## src/rtl/ram_pkg.sv

```systemverilog
// Shared sizing for the ram8 / RAM64 / RAM512 family of register files.
package ram_pkg;

    localparam int WIDTH_DEFAULT  = 16;
    localparam int ADDR_W_DEFAULT = 3;

    // Number of words addressed by an address bus of the given width.
    function automatic int depth(input int addr_w);
        return 1 << addr_w;
    endfunction

endpackage

```

## src/rtl/ram8_register_word.sv

```systemverilog
// One storage word: a per-bit hold/load mux feeding a D flip-flop with
// asynchronous clear.
module register_word #(
    parameter int WIDTH = 16
) (
    input  logic             clk,
    input  logic             reset_n,
    input  logic [WIDTH-1:0] in,
    input  logic             load,
    output logic [WIDTH-1:0] out
);

    logic [WIDTH-1:0] q;
    logic [WIDTH-1:0] d;

    // Hold/load mux: recirculate the stored value unless this word is loaded.
    always_comb begin
        d = load ? in : q;
    end

    // Word flip-flops; clear is asynchronous so reset needs no clock.
    // NOTE: sequential state uses non-blocking assignments so every flop
    // samples pre-edge values and simulation matches the synthesized netlist.
    always_ff @(posedge clk or negedge reset_n) begin
        if (!reset_n) begin
            q <= '0;
        end else begin
            q <= d;
        end
    end

    assign out = q;

endmodule

```

## src/rtl/ram8.sv

```systemverilog
// Eight-word (2**ADDR_W) register file: one-hot write decode gated by load,
// an array of register_word instances, and a combinational read selector.
module ram8
    import ram_pkg::*;
#(
    parameter int WIDTH  = WIDTH_DEFAULT,
    parameter int ADDR_W = ADDR_W_DEFAULT
) (
    input  logic              clk,
    input  logic              reset_n,
    input  logic [WIDTH-1:0]  in,
    input  logic              load,
    input  logic [ADDR_W-1:0] address,
    output logic [WIDTH-1:0]  out
);

    localparam int DEPTH = depth(ADDR_W);

    logic [DEPTH-1:0] hit;
    logic [WIDTH-1:0] words [DEPTH];

    // Write decoder: route load to exactly the addressed word (dmux8way).
    // NOTE: hit gets a full default before the indexed update; without it
    // the unaddressed bits would hold their value and infer latches.
    always_comb begin
        hit          = '0;
        hit[address] = load;
    end

    // Storage array. Every word has its own asynchronous clear, so the
    // whole file reads zero the moment reset_n falls.
    // NOTE: this array is built from flops, not a RAM macro, so resetting
    // every word is intended and cheap; a true SRAM could not be cleared.
    for (genvar i = 0; i < DEPTH; i++) begin : g_word
        register_word #(
            .WIDTH (WIDTH)
        ) u_word (
            .clk     (clk),
            .reset_n (reset_n),
            .in      (in),
            .load    (hit[i]),
            .out     (words[i])
        );
    end

    // Read selector (mux8way): zero latency and no write-through, so a
    // same-address write becomes visible only after the edge.
    always_comb begin
        out = words[address];
    end

endmodule
```

## config.mk

```make
export PLATFORM = sky130hd
export DESIGN_NAME = ram8
export DESIGN_NICKNAME = d
export VERILOG_FILES = /design/src/rtl/ram_pkg.sv /design/src/rtl/ram8_register_word.sv /design/src/rtl/ram8.sv
export SDC_FILE = /design/constraint.sdc
export NUM_CORES = 1
export LEC_CHECK = 0
export BUFFER_PORTS_ARGS = -buffer_cell sky130_fd_sc_hd__buf_2
export CAP_MARGIN = 30
export CORE_MARGIN = 3
export CORE_UTILIZATION = 35
export CTS_CLUSTER_SIZE = 25
export DETAILED_ROUTE_END_ITERATION = 12
export GPL_TIMING_DRIVEN = 1
export PLACE_DENSITY_LB_ADDON = 0.15
export SYNTH_ARGS = -nofsm -noshare
export SYNTH_HDL_FRONTEND = slang
export SYNTH_HIERARCHICAL = 1
export SYNTH_SLANG_ARGS = --single-unit
```

## constraint.sdc

```tcl
create_clock -name clk -period 1.4 [get_ports clk]
set_input_delay 0.14 -clock clk [delete_from_list [all_inputs] [get_ports clk]]
set_output_delay 0.14 -clock clk [all_outputs]
set_load 0.03 [all_outputs]
```

* After elaboration in Yosys (flattened, before gate mapping) *
Cells that the tools add are included.

storage, ports and cells
  word-level logic and storage cells = 19
  bits in registers = 128

operators by class
  reduce and logical (&&, ||, !) cells = 1
  bitwise logic cells = 2
  muxes and demuxes = 5
  magnitude comparators = 3

operators by type and width
  cell                count
  $bmux 16 s3         1
  $mux 16             2
  $and 8x8->8         1
  $ge 4x4->1 const B  1
  $lt 3x4->1 const B  1
  $not 3->4           1
  $demux 1 s3         1
  $ge 3x1->1 const B  1
  $logic_and 1x1->1   1
  $mux 1              1

* Depth between registers and ports, before layout *
Gate-level depths: netlist of run 1.

  depth in word-level cells = 5
  depth in mapped cells = 7
  gate-level depth less buffers = 3

* Hierarchy *
Netlist of run 1, hierarchy kept.

modules (own cells, without submodules)
  module         seq. area each (um^2)  cells each  area an instance (um^2)  times used
  register_word  400.4                  34          649.4                    8
  ram8           0.0                    71          1,073.5                  1

* Worst setup path before layout of run 1 *
No wires, ideal clock.

  path type = input -> register
  from = input port address[1]
  to = register g_word[2].u_word.q[10]
  cell stages on the path = 7
  path buffers = 4
  data required time = 1.275 ns
  data arrival time = 1.548 ns
  path slack = -0.273 ns
  library setup time = 0.125 ns
  path through = clkbuf_1 > buf_2 > nand2_1 > nor3_1 > buf_6 > buf_12 > mux2_4

on the way
  word-level cells in the longest chain between the ends = 5
  elaborated cells on any way between the ends = 6
  those cells by class = order compare: 2; mux: 2; bitwise: 1; reduce/logical: 1

RTL lines
  item                                                            line                      RTL
  start: declaration                                              ram8.sv:13                input logic [ADDR_W-1:0] address,
  $lt 3x4->1 (not written as such) or $ge 3x1->1 (tied branches)  ram8.sv:27                hit[address] = load;
  $logic_and 1x1->1 (not written as such)                         ram8.sv:27
  $mux 1 (not written as such)                                    ram8.sv:27
  $demux 1 s3 *                                                   ram8.sv:27
  $and 8x8->8 (no source line) *                                  -
  net hit[2]                                                      ram8.sv:19                logic [DEPTH-1:0] hit;
  end signal: assignment                                          ram8_register_word.sv:26  q <= '0;
  end signal: assignment                                          ram8_register_word.sv:28  q <= d;
  end: declaration                                                ram8_register_word.sv:13  logic [WIDTH-1:0] q;

The timed path passes the listed nets; every way through them passes the cells marked *.
A chain may end at the register's enable or synchronous reset.

* Final worst setup path of run 1 *
  from = register g_word[0].u_word.q[6]
  to = output port out[6]

on the way
  word-level cells in the longest chain between the ends = 3

RTL lines
  item                                         line                      RTL
  start: declaration                           ram8_register_word.sv:13
  start signal: assignment                     ram8_register_word.sv:26
  start signal: assignment                     ram8_register_word.sv:28
  $bmux 16 s3                                  ram8.sv:49                out = words[address];
  $mux 16 (not written as such) (2 in series)  ram8.sv:49
  end: declaration                             ram8.sv:14                output logic [WIDTH-1:0] out

Every way passes these cells. The select of a mux whose other input is x is not followed.

==> results.txt, run 1 <==
----------------------------------------------------
[Finish]
  Antenna cell count ... 0
  Fraction of final layout cells with drive strength greater than 1 ... 71.9%
  Post-route design area ... 8010 um^2
  Net count reported at finish ... 486
  Most frequent cells in the layout ... sky130_fd_sc_hd__dfrtp_1 (128), sky130_fd_sc_hd__mux2_4 (94), sky130_fd_sc_hd__buf_4 (79)
  Filler cell count in the final layout ... 1,521
  Finished Layout Cells ... 702
  Area Overhead vs Synth ... 27.7%
  Commonest non-fill, non-tap cell in the layout ... sky130_fd_sc_hd__dfrtp_1
  Number of flip-flops in the largest register ... 128

[Power and ir drop]
  Sequential power share ... 38.6%
  Portion of total power attributed to combinational logic ... 25.9%
  Total power of the final layout ... 12.8 mW
  Leakage component of the power ... 3.59 nW
  Power Density ... 1600 nW/um^2
  Net Sw Power ... 3.18 mW
  Share of total power in the clock network ... 35.5%
  Fraction of power spent switching nets ... 24.9%
  Int Pwr ... 9.63 mW
  Maximum resistive drop on vdd ... 0.834 mV

[Clock tree]
  H-tree depth reported by CTS ... 4
  Number of buffers on the longest clock path ... 2
  Num CTS Buffers ... 17
  Root Buffer ... sky130_fd_sc_hd__clkbuf_16
  Clk sinks ... 128
  TritonCTS clock tree ... yes
  Clock Pin Slew Worst Setup and Hold Paths ... 0.06 ns
  Skew-Pair Late Insertion Delay ... 0.41 ns

[Timing]
  Time the worst path needs with I/O delays and setup ... 1.87 ns
  RSZ-0062 raised after global routing ... yes
  Final count of negative-setup-slack endpoints ... 16
  Final Hold Vio Count ... 0
  Period utilization ... 134%
  Count of final max-slew check failures ... 0
  Worst Clk Skew ... 0 ns
  Transition time at the pin with the least slew margin ... 0.402 ns
  Maximum achievable frequency ... 534 MHz
  Relative slew slack ... 73.2%
  Post-layout worst setup margin ... -0.474 ns
  Minimum hold slack ... 0.0600 ns

[Setup path]
  Element type at the critical path end ... output port
  Arrival time of the worst setup path ... 1.73 ns
  Category of the worst setup path launch point ... register
  Required time at the endpoint of the critical path ... 1.26 ns
  Crit path max fanout ... 2
  Critical path class ... reg2out

[Routing]
  Routed WL per cell ... 19.8 um
  Initial DRT Pass Iterations ... 4
  # DRC ... 0
  Residual antenna-violating net count after detailed routing ... 0
  1st-iter DRT viols ... 155
  Total wire length ... 13.9 mm
  Average via count per standard cell ... 4.79
  Vias after detailed routing ... 3,363

[Place]
  I/O Buffers ... 37
  Final HPWL DP ... 8.88 mm
  Final estimated routing congestion in global placement ... 0.712
  Placement-stage cell area ... 7130 um^2
  Total instance count after detailed placement ... 649
  Pre-CTS worst setup slack ... -0.308 ns

[Synth]
  Post-synth net total ... 365
  Synthesis-stage register bit count ... 128
  Post-synthesis sequential area ratio ... 51.1%
  Area of the mapped netlist ... 6270 um^2
  Number of standard cells after synthesis ... 343
  Yosys warns ... 6
  Post-Syn Area per Cell ... 18.3 um^2
  Library cells used by synthesis ... 13

[Global route]
  Overall routing resource usage ... 15.0%
  Via count of the first global-routing pass ... 3,682
  Wire length of the first global-routing pass ... 22.2 mm
  Maximum number of pins on one net before global-route repair ... 36
  Antenna violations before repair ... 0
  Overflow left after global routing ... 0

[Floorplanning]
  Chip width ... 140 um
  Floorplan die area ... 19,600 um^2
  I/O pins ... 38
  Area of the placeable core ... 17,400 um^2
  Initial core utilization ... 36.0%
  Vertical die dimension ... 140 um
  Std cell rows ... 48

[Status]
  Status ... finished, violations left
  Violations in the final reports ... negative setup slack

[Job]
  Max Cap Viol ... 0

[Worst hold path]
  Worst Hold Class ... in2reg

----------------------------------------------------
[synthesized netlist by cell type, drive strengths merged]
library cell,n,area [um^2]
mux4,32,743
nor3,2,10.0
buf,25,338
nor2,6,22.5
clkbuf,1,3.75
dfrtp,128,3200
nand2b,3,18.8
nand2,2,7.51
mux2,144,1920
[power groups by stage]
stage          Clock (mW)  Sequential (mW)  Combinational (mW)
3_3_place_gp            0             4.97                2.86
2_1_floorplan           0             4.84                2.05
3_5_place_dp            0             4.98                2.91
6_report             4.55             4.94                3.32
5_1_grt              4.85             5.04                3.54
4_1_cts              4.66             4.94                3.27
[metal layers]
| layer | track usage [%] | wire (um) |
|---|---|---|
| met1 | 20.9 | 6520 |
| met2 | 23.3 | 6770 |
| met3 | 4.36 | 461 |
| met4 | 3.52 | 122 |
| met5 | 0 | 0 |
[layout make-up]
cell class / instances / area [um^2] / area share (%)
tap: 225 / 282 / 3.52
sequential: 128 / 3200 / 40.0
clock buffer: 19 / 453 / 5.66
timing repair buffer: 128 / 1120 / 14.0
multi-input combinational: 189 / 2790 / 34.8
clock inverter: 13 / 161 / 2.02
[worst paths after layout]
check	start	to	slack [ns]	cells after the start
max	g_word[0].u_word/out[6]$_DFFE_PN0P_	out[6]	-0.47	3
min	in[1]	g_word[1].u_word/out[1]$_DFFE_PN0P_	0.06	2
max reg2reg	g_word[1].u_word/out[10]$_DFFE_PN0P_	g_word[1].u_word/out[10]$_DFFE_PN0P_	0.28	4
min reg2reg	g_word[4].u_word/out[1]$_DFFE_PN0P_	g_word[4].u_word/out[1]$_DFFE_PN0P_	0.50	1
max in group asynchronous	reset_n	g_word[5].u_word/out[15]$_DFFE_PN0P_	0.66	3
min in group asynchronous	reset_n	g_word[4].u_word/out[7]$_DFFE_PN0P_	0.21	2
[logic make-up after synthesis]
group,share of synthesized area (%)
buffers and inverters,5.45
and+or+nand+nor,0.938
muxes,42.5
DFF,51.1
[worst max-delay path, stage by stage, from the launching register on]
cell and delay (ns):
sky130_fd_sc_hd__dfrtp_1 0.39, sky130_fd_sc_hd__mux4_2 0.48, sky130_fd_sc_hd__mux2_4 0.31, sky130_fd_sc_hd__buf_6 0.14
[per-stage QoR]
step,TNS [ns],util [%]
CTS,-7.19,45.6
floorplan,-0.0955,-
finish,-6.79,46.0
global placement,-25.64,40.9
global route,-7.64,46.0
detailed placement,-27.91,40.9
[repair_timing]
item | CTS | global route
setup buffers | 10 | 10
endpoints found under the setup margin | 16 | 16
resized for setup | 44 | 1
hold buffers | 1 | 0
hold endpoints to repair | 87 | 0
Power figures use the tool's default switching activity.
==> run 2: changes to the inputs <==
Settings changed: REMOVE_ABC_BUFFERS set to 1.
==> results.txt, run 2 (synthesized netlist as in run 1, its figures left out) <==
----------------------------------------------------
[Worst hold path]
  Endpoint of the worst hold path ... g_word[3].u_word/out[15]$_DFFE_PN0P_
  Hold Path Stages ... 2 (unchanged)
  Hold path startpoint ... in[15]
  Worst Hold Class ... in2reg

[Routing]
  Residual antenna-violating net count after detailed routing ... 0 (unchanged)
  Vias after detailed routing ... 3,340 (-0.68%)
  1st-iter DRT viols ... 158 (+1.9%)
  Initial DRT Pass Iterations ... 5 (+1)
  Average via count per standard cell ... 4.80 (+0.17%)
  # DRC ... 0 (unchanged)
  Total wire length ... 13.9 mm (about the same)
  Routed WL per cell ... 19.9 um (+0.77%)

[Timing]
  Count of final max-slew check failures ... 0 (unchanged)
  Relative slew slack ... 73.7% (+0.45 points)
  Worst Clk Skew ... 0 ns (unchanged)
  RSZ-0062 raised after global routing ... yes
  Period utilization ... 132% (-1.5 points)
  Minimum hold slack ... 0.0573 ns (-0.00269 ns)
  Final Hold Vio Count ... 0 (unchanged)
  Post-layout worst setup margin ... -0.453 ns (+0.0210 ns)
  Transition time at the pin with the least slew margin ... 0.395 ns (-0.00678 ns)
  Final count of negative-setup-slack endpoints ... 16 (unchanged)
  Maximum achievable frequency ... 540 MHz (+1.1%)
  Time the worst path needs with I/O delays and setup ... 1.85 ns (-0.0210 ns)

[Setup path]
  Required time at the endpoint of the critical path ... 1.26 ns (about the same)
  Setup slack on the worst flop-to-flop path ... 0.29 ns (about the same)
  Capturing point of the worst reg2reg path ... g_word[7].u_word/out[7]$_DFFE_PN0P_
  Worst reg2reg path depth ... 4 (unchanged)
  Critical path class ... reg2out
  Category of the worst setup path launch point ... register
  Arrival time of the worst setup path ... 1.71 ns (-0.02 ns)
  Element type at the critical path end ... output port
  Crit path max fanout ... 2 (unchanged)
  Launch point of the worst reg-to-reg path ... g_word[7].u_word/out[7]$_DFFE_PN0P_

[Floorplanning]
  Vertical die dimension ... 140 um (unchanged)
  Initial core utilization ... 36.0% (unchanged)
  I/O pins ... 38 (unchanged)
  Area of the placeable core ... 17,400 um^2 (unchanged)
  Floorplan die area ... 19,600 um^2 (unchanged)
  Std cell rows ... 48 (unchanged)
  Chip width ... 140 um (unchanged)

[Clock tree]
  Clk sinks ... 128 (unchanged)
  Skew-Pair Late Insertion Delay ... 0.41 ns (about the same)
  Root Buffer ... sky130_fd_sc_hd__clkbuf_16
  TritonCTS clock tree ... yes
  Number of buffers on the longest clock path ... 2 (unchanged)
  H-tree depth reported by CTS ... 4 (unchanged)
  Num CTS Buffers ... 17 (unchanged)
  Clock Pin Slew Worst Setup and Hold Paths ... 0.06 ns (about the same)

[Finish]
  Most frequent cells in the layout ... sky130_fd_sc_hd__dfrtp_1 (128), sky130_fd_sc_hd__mux2_4 (96), sky130_fd_sc_hd__buf_4 (76)
  Area Overhead vs Synth ... 26.5%
  Net count reported at finish ... 480 (-1.2%)
  Number of flip-flops in the largest register ... 128 (unchanged)
  Commonest non-fill, non-tap cell in the layout ... sky130_fd_sc_hd__dfrtp_1
  Fraction of the core area covered by cells at the end of the flow ... 45.5% (-0.46 points)
  Fraction of final layout cells with drive strength greater than 1 ... 71.5% (-0.36 points)
  Antenna cell count ... 0 (unchanged)

[Status]
  Status ... finished, violations left
  Violations in the final reports ... negative setup slack

[Power and ir drop]
  Leakage component of the power ... 3.57 nW (-0.61%)
  Power Density ... 1610 nW/um^2 (+0.44%)
  Maximum resistive drop on vdd ... 0.930 mV (+12%)
  Total power of the final layout ... 12.7 mW (-0.56%)

[Place]
  Final estimated routing congestion in global placement ... 0.730 (+2.5%)
  Final HPWL DP ... 8.92 mm (+0.44%)
  I/O Buffers ... 37 (unchanged)
  Pre-CTS worst setup slack ... -0.271 ns (+0.0368 ns)

[Job]
  Max Cap Viol ... 0 (unchanged)

[Global route]
  Overflow left after global routing ... 0 (unchanged)
  Wire length of the first global-routing pass ... 22.4 mm (+0.75%)
  Antenna violations before repair ... 1 (+1)
  Overall routing resource usage ... 15.1% (+0.087 points)
  Maximum number of pins on one net before global-route repair ... 65 (+81%)
  Via count of the first global-routing pass ... 3,779 (+2.6%)

----------------------------------------------------
-- run 2: cell types whose count changed in the layout (fill, tap and decap cells not counted) --
| cell | before | now |
|---|---|---|
| sky130_fd_sc_hd__buf_12 | 12 | 9 |
| sky130_fd_sc_hd__inv_6 | 1 | 0 |
| sky130_fd_sc_hd__mux2_4 | 94 | 96 |
| sky130_fd_sc_hd__nor3_2 | 1 | 2 |
| sky130_fd_sc_hd__mux2_2 | 50 | 48 |
| sky130_fd_sc_hd__clkinv_2 | 2 | 3 |
| sky130_fd_sc_hd__clkinv_4 | 0 | 4 |
| sky130_fd_sc_hd__buf_4 | 79 | 76 |
| sky130_fd_sc_hd__nor3_4 | 1 | 0 |
| sky130_fd_sc_hd__clkinvlp_4 | 7 | 3 |
-- run 2: timing repair --
item                                   CTS  global route
setup endpoints to repair               16            16
pin swaps                                0             0
buffers inserted                         7            10
hold buffers                             1             0
resized for setup                       53             1
endpoints found under the hold margin  128             0
-- run 2: how the worst max path moves through the flow --
| stage | slack, ns | startpoint | depth (start not counted) | endpoint |
|---|---|---|---|---|
| after floorplan | -1.0 | address[1] | 3 | g_word[0].u_word/out[0]$_DFFE_PN0P_ |
| after global placement | -0.26 | address[0] | 5 | out[1] |
| after detailed placement | -0.27 | address[0] | 7 | g_word[3].u_word/out[13]$_DFFE_PN0P_ |
| after CTS | -0.48 | g_word[5].u_word/out[6]$_DFFE_PN0P_ | 3 | out[6] |
| after global routing | -0.51 | g_word[5].u_word/out[6]$_DFFE_PN0P_ | 3 | out[6] |
| final | -0.45 | g_word[5].u_word/out[6]$_DFFE_PN0P_ | 3 | out[6] |
-- run 2: final cells by class --
type	instances	area (um^2)
Fill cell	1540	9490
Sequential cell	128	3200
Multi-Input combinational cell	189	2790
Timing Repair Buffer	122	1040
Clock buffer	19	453
Tap cell	225	282
Clock inverter	13	163
-- run 2: report_power, final --
group	internal, mW	switching, mW
Clock	2.89	1.66
Sequential	4.52	0.429
Combinational	2.15	1.08
-- run 2: routing by layer --
metal,vias up,track usage [%],part of all wire [%]
li1,1503,-,-
met1,1781,20.8,47
met2,40,23.7,49
met3,14,4.19,3.2
met4,2,3.77,1.1
met5,-,0,0.050
-- run 2: per-stage QoR --
| step | std cells | setup TNS [ns] | instance area, um^2 |
|---|---|---|---|
| floorplan | 317 | -60.66 | 5930 |
| global placement | 646 | -25.31 | 7040 |
| detailed placement | 646 | -25.66 | 7040 |
| CTS | 686 | -7.21 | 7860 |
| global route | 696 | -7.71 | 7930 |
| finish | 696 | -6.84 | 7930 |
-- run 2: critical path, cell delays in order (launching register included) --
cell and delay [ns]:
sky130_fd_sc_hd__dfrtp_1 0.38, sky130_fd_sc_hd__mux4_2 0.49, sky130_fd_sc_hd__mux2_4 0.29, sky130_fd_sc_hd__buf_6 0.14
